## src/rtl/arb_req.sv

```systemverilog
// arb_req: burst requester in front of a round-robin arbiter.
//
// A one-cycle start pulse in IDLE captures a burst length (len+1 beats) and
// raises req. Once the arbiter grants (ack), each granted cycle in XFER
// transfers one beat; a withdrawn grant stalls the burst without losing
// position. After the last beat req drops, done pulses, and the block waits
// in REL for the grant to fall before returning to IDLE.
//
// Optional feature (macro ARB_REQ_TIMEOUT_EN): a grant-wait timeout in REQ.
// TO_CYC consecutive ungranted REQ cycles drop req, pulse err and go to REL.
// Without the macro, REQ waits indefinitely and err is tied low.
//
// Ports:
//   clk       clock, rising edge
//   rst       asynchronous active-low reset
//   start     burst request pulse, sampled only in IDLE
//   len       burst length minus one, captured on accepted start
//   ack       grant from the arbiter
//   req       registered request to the arbiter
//   beat      high for each transferred beat
//   beat_cnt  0-based index of the current beat
//   busy      high in every state except IDLE
//   done      one-cycle pulse after the last beat
//   err       one-cycle pulse on grant timeout (0 without the macro)

module arb_req #(
  parameter int unsigned LEN_W  = 4,
  parameter int unsigned TO_CYC = 15
) (
  input  logic             clk,
  input  logic             rst,
  input  logic             start,
  input  logic [LEN_W-1:0] len,
  input  logic             ack,
  output logic             req,
  output logic             beat,
  output logic [LEN_W-1:0] beat_cnt,
  output logic             busy,
  output logic             done,
  output logic             err
);

  typedef enum logic [1:0] {StIdle, StReq, StXfer, StRel} state_e;

  state_e           state_q, state_d;
  logic [LEN_W-1:0] len_q, len_d;
  // Index the next granted beat will carry; saturates at len_q.
  logic [LEN_W-1:0] nxt_q, nxt_d;
  // Last beat has been transferred; next XFER cycle closes the burst.
  logic             fin_q, fin_d;
  logic             req_q, req_d;
  logic             beat_q, beat_d;
  logic [LEN_W-1:0] cnt_q, cnt_d;
  logic             busy_q, busy_d;
  logic             done_q, done_d;

`ifdef ARB_REQ_TIMEOUT_EN
  localparam int unsigned ToW = (TO_CYC < 2) ? 1 : $clog2(TO_CYC);
  logic [ToW-1:0] to_q, to_d;
  logic           err_q, err_d;
`endif

  always_comb begin
    state_d = state_q;
    len_d   = len_q;
    nxt_d   = nxt_q;
    fin_d   = fin_q;
    req_d   = req_q;
    beat_d  = 1'b0;
    cnt_d   = cnt_q;
    busy_d  = busy_q;
    done_d  = 1'b0;
`ifdef ARB_REQ_TIMEOUT_EN
    to_d    = to_q;
    err_d   = 1'b0;
`endif

    case (state_q)
      StIdle: begin
        if (start) begin
          state_d = StReq;
          len_d   = len;
          nxt_d   = '0;
          fin_d   = 1'b0;
          cnt_d   = '0;
          req_d   = 1'b1;
          busy_d  = 1'b1;
`ifdef ARB_REQ_TIMEOUT_EN
          to_d    = '0;
`endif
        end
      end

      StReq: begin
        if (ack) begin
          state_d = StXfer;
        end
`ifdef ARB_REQ_TIMEOUT_EN
        else if (to_q == ToW'(TO_CYC - 1)) begin
          state_d = StRel;
          req_d   = 1'b0;
          err_d   = 1'b1;
        end else begin
          to_d = to_q + 1'b1;
        end
`endif
      end

      StXfer: begin
        if (fin_q) begin
          state_d = StRel;
          fin_d   = 1'b0;
          req_d   = 1'b0;
          done_d  = 1'b1;
        end else if (ack) begin
          beat_d = 1'b1;
          cnt_d  = nxt_q;
          // Hold the index on the last beat so the counter never wraps.
          if (nxt_q == len_q) begin
            fin_d = 1'b1;
          end else begin
            nxt_d = nxt_q + 1'b1;
          end
        end
      end

      StRel: begin
        if (!ack) begin
          state_d = StIdle;
          busy_d  = 1'b0;
        end
      end

      default: begin
        state_d = StIdle;
        req_d   = 1'b0;
        busy_d  = 1'b0;
      end
    endcase
  end

  always_ff @(posedge clk or negedge rst) begin
    if (!rst) begin
      state_q <= StIdle;
      len_q   <= '0;
      nxt_q   <= '0;
      fin_q   <= 1'b0;
      req_q   <= 1'b0;
      beat_q  <= 1'b0;
      cnt_q   <= '0;
      busy_q  <= 1'b0;
      done_q  <= 1'b0;
    end else begin
      state_q <= state_d;
      len_q   <= len_d;
      nxt_q   <= nxt_d;
      fin_q   <= fin_d;
      req_q   <= req_d;
      beat_q  <= beat_d;
      cnt_q   <= cnt_d;
      busy_q  <= busy_d;
      done_q  <= done_d;
    end
  end

`ifdef ARB_REQ_TIMEOUT_EN
  always_ff @(posedge clk or negedge rst) begin
    if (!rst) begin
      to_q  <= '0;
      err_q <= 1'b0;
    end else begin
      to_q  <= to_d;
      err_q <= err_d;
    end
  end

  assign err = err_q;
`else
  // TO_CYC only matters with the timeout feature.
  logic unused_to_cyc;
  assign unused_to_cyc = ^TO_CYC;
  assign err           = 1'b0;
`endif

  assign req      = req_q;
  assign beat     = beat_q;
  assign beat_cnt = cnt_q;
  assign busy     = busy_q;
  assign done     = done_q;

endmodule
```

## config.mk

```make
export PLATFORM = sky130hd
export DESIGN_NAME = arb_req
export DESIGN_NICKNAME = d
export VERILOG_FILES = /design/src/rtl/arb_req.sv
export SDC_FILE = /design/constraint.sdc
export NUM_CORES = 1
export LEC_CHECK = 0
export CAP_MARGIN = 15
export CORE_MARGIN = 2
export CORE_UTILIZATION = 51
export DETAILED_ROUTE_END_ITERATION = 12
export PLACE_DENSITY = 0.77
export SLEW_MARGIN = 20
export SYNTH_ARGS = -nofsm -noshare
export SYNTH_HDL_FRONTEND = slang
export SYNTH_SLANG_ARGS = --single-unit
export TNS_END_PERCENT = 5
```

## constraint.sdc

```tcl
create_clock -name clk -period 2.3 [get_ports clk]
set_clock_uncertainty 0.15 [all_clocks]
set_input_delay 0.69 -clock clk [delete_from_list [all_inputs] [get_ports clk]]
set_output_delay 0.69 -clock clk [all_outputs]
set_load 0.03 [all_outputs]
```

==> reports/qor.log, run 1 <==
[run_status] outcome finished, final reports clean
[global_route] global-route wire length before repair 2.69 mm
[timing] Post-Route Setup TNS 0 ns
[floorplan] Die Width 47.9 um
[critical_path] arrival time at the worst endpoint 1.35 ns
[routing] count of vias placed by the detailed router 720
[pwr] peak ir drop on the vdd network 825 uV
[critical_path] cell type group with the largest total delay on the critical path buffers and inverters
[routing] post-detailed-route DRC marker count 0
[routing] detailed-route vias per instance 5.22
[final_layout] area added between synthesis and finish 22.5%
[floorplan] core area 0.00176 mm2
[min_path] hold_sp beat_cnt[2]
[floorplan] die footprint 0.00230 mm2
[synth] Synthesis Warnings 0
[timing] final critical delay including setup and external delays 2.19 ns
[synth] synthesized netlist net count 108
[final_layout] commonest cells after routing, fill and taps aside nand2_1 (19), dfrtp_1 (19), clkdlybuf4s50_1 (15)
[timing] final setup violation count 0
[global_route] number of global-route vias before repair 631
[pwr] leak pwr 0.550 nW
[synth] number of distinct library cells after synthesis 31
[critical_path] capture instance of the worst register-to-register path nxt_q[0]
[synth] share of async-settable or async-resettable flops after synthesis 100%
[critical_path] number of cells traversed by the worst register-to-register path 7
[critical_path] count of buffer and inverter cells on the critical path 1
[critical_path] largest stage delay on the critical path 0.68 ns
[critical_path] kind of end point of the critical path output pin
[routing] antenna violation net count after detailed routing 0
[synth] Post-synth top flop dfrtp_1
[routing] Initial DRC Count 17
[timing] Final Slew Violations 0
[final_layout] number of nets in the final layout 128
[min_path] endpoint with the worst hold slack beat_cnt[2]
[synth] count of state elements after synthesis 19
[floorplan] effective utilization at floorplan 55.8%
[cts] # Post-CTS Setup Buffers 0
[floorplan] num ports 17
[pwr] sum of internal, switching and leakage power 1.41 mW
[placement] post-place instance area 0.00118 mm2
[floorplan] Die Y 47.9 um
[global_route] GRT Util Overall 16.6%
[cts] CTS Hold Bufs 0
[synth] sequential-to-total area share from yosys stat 48.3%
[cts] root cell of the clock tree clkbuf_4
[timing] unrepaired setup endpoints after global routing false
[critical_path] startpoint type of the worst setup path register
[global_route] grt total ovfl 0
[critical_path] Worst Path Required 1.46 ns
[synth] gate count of the mapped netlist 94
[cts] CTS clk-pin slew, worst paths 0.10 ns
[placement] weighted congestion at the end of routability-driven global placement 0.766
[critical_path] Worst Path Max Fanout 3
[routing] Pre-Repair DR Iteration Count 4
[cts] clk buf depth 2
[critical_path] launching point of the worst reg2reg path state_q[0]
[critical_path] crit path cell chain clkdlybuf4s50_1
[synth] Post-synth EDFFs 0
[final_layout] Finished Cell Area 0.00121 mm2
[timing] total count of hold-check failures in the final report 0
[floorplan] number of cell rows 15
[critical_path] reg-to-reg setup timing slack 0.45 ns
[min_path] Cells on Worst Hold Path 2
[synth] mapped cell area 985 um2
[cts] CTS sink cnt 19
[cts] post-CTS sizing 0
[critical_path] critical path start-end classification reg -> out
[cts] number of clock buffers inserted by TritonCTS 3
[placement] buffers added on ports 15
[final_layout] Antenna Cells 0
[routing] final wirelength 1.60 mm
[cts] latest clock arrival within the worst-skew pair 0.29 ns
[critical_path] library cell contributing the largest single delay on the critical path clkdlybuf4s50_1
[timing] highest clock frequency the design can meet 456 MHz
[flow_run] number of violations of the max-capacitance limit 0
[global_route] largest net degree at the start of global routing 20
[synth] Avg Inst Size Synth 10.5 um2
[cts] number of levels in the clock H-tree 1
[routing] detail-routed net length per standard cell 11.6 um
[placement] sum of net half-perimeters after detailed placement 1.21 mm
[final_layout] number of filler cells placed in the layout 155
[cts] CTS tree done
[timing] final clock period utilization by the worst path 95.4%
[global_route] antenna violations before repair 0
[pwr] power per cell area 1170 mW/mm2
[min_path] class of the worst hold path reg -> reg
[final_layout] layout cell share with drive strength beyond 1 14.2%
==> metrics by stage <==
stage | utilization, % | hold slack (ns) | std cells | setup WS [ns]
global placement | 66.8 | 0.314 | 134 | 0.0693
floorplan | - | 0.244 | 94 | 0.657
finish | 68.4 | 0.340 | 138 | 0.106
detailed placement | 66.8 | 0.323 | 134 | 0.0174
global route | 68.4 | 0.383 | 138 | 0.0719
CTS | 68.4 | 0.348 | 138 | 0.0955
==> final cells by class <==
| class | count | area [um2] | area share, % |
|---|---|---|---|
| clock buffer | 3 | 22.5 | 1.87 |
| clock inverter | 1 | 5.00 | 0.415 |
| timing repair buffer | 18 | 185 | 15.4 |
| sequential | 19 | 475 | 39.4 |
| inverter | 3 | 11.3 | 0.934 |
| multi-input combinational | 69 | 475 | 39.4 |
| tap | 25 | 31.3 | 2.59 |
==> sequential cells by signal, summed over array words and instances (netlist names) <==
register	count
beat_cnt	4
beat	1
busy	1
state_q	2
done	1
fin_q	1
nxt_q	4
len_q	4
req	1
==> cells in the mapped netlist, drive strengths merged (2+ instances only) <==
library cell / n / area, um2
a21o: 2 / 16.3
a21oi: 3 / 15.0
buf: 2 / 18.8
dfrtp: 19 / 475
ha: 6 / 75.1
inv: 3 / 11.3
mux2: 5 / 56.3
mux2i: 2 / 20.0
nand2: 19 / 71.3
nand2b: 3 / 18.8
nand3: 4 / 25.0
nand4: 3 / 25.0
o211ai: 2 / 15.0
o21ai: 6 / 30.0
xnor2: 4 / 35.0
==> metal layers <==
| layer | vias to the layer above | wire (um) | global-route usage, % |
|---|---|---|---|
| li1 | 363 | - | - |
| met1 | 334 | 780 | 23.7 |
| met2 | 21 | 740 | 25.3 |
| met3 | 2 | 70 | 2.26 |
| met4 | 0 | 6 | 6.49 |
| met5 | - | 0 | 0 |
==> worst register-to-register path, stage by stage (launching register included) <==
cell and delay, ns:
dfrtp_1 0.43, inv_1 0.12, ha_1 0.28, mux2i_1 0.35, a21o_1 0.17, buf_12 0.13, nand2_1 0.05, o211ai_1 0.10
==> worst max-delay path by stage <==
stage	start	to	depth (start not counted)
3_5_place_dp	ack	state_q[1]	5
6_report	req	req	1
2_1_floorplan	state_q[0]	beat_cnt[3]	7
3_3_place_gp	ack	state_q[1]	5
5_1_grt	req	req	1
4_1_cts	req	req	1
==> report_power, final <==
part           internal (mW)  switching [mW]  total, mW
combinational          0.337           0.370      0.707
sequential             0.442          0.0977      0.540
clock                 0.0646          0.0977      0.162
total                  0.844           0.565       1.41
==> kinds of logic after synthesis <==
family          count (synthesis)  synth area share (%)
simple gates                   35                  18.4
mux                             7                  7.75
compound gates                 16                  10.5
xor+xnor                        4                  3.56
flops                          19                  48.3
buf+inv                         6                  3.43
fa+ha+maj                       6                  7.62
other cells                     1                 0.381
Note: power is estimated with default switching activity, not from simulation.
==> run 2: changes to the inputs <==
--- a/config.mk
+++ b/config.mk
@@ -10,7 +10,7 @@
 export CORE_UTILIZATION = 51
 export DETAILED_ROUTE_END_ITERATION = 12
 export PLACE_DENSITY = 0.77
-export SLEW_MARGIN = 20
+export SLEW_MARGIN = 40
 export SYNTH_ARGS = -nofsm -noshare
 export SYNTH_HDL_FRONTEND = slang
 export SYNTH_SLANG_ARGS = --single-unit
==> results of run 2 <==
The final DEF is identical to that of run 1; final timing and power are the same.
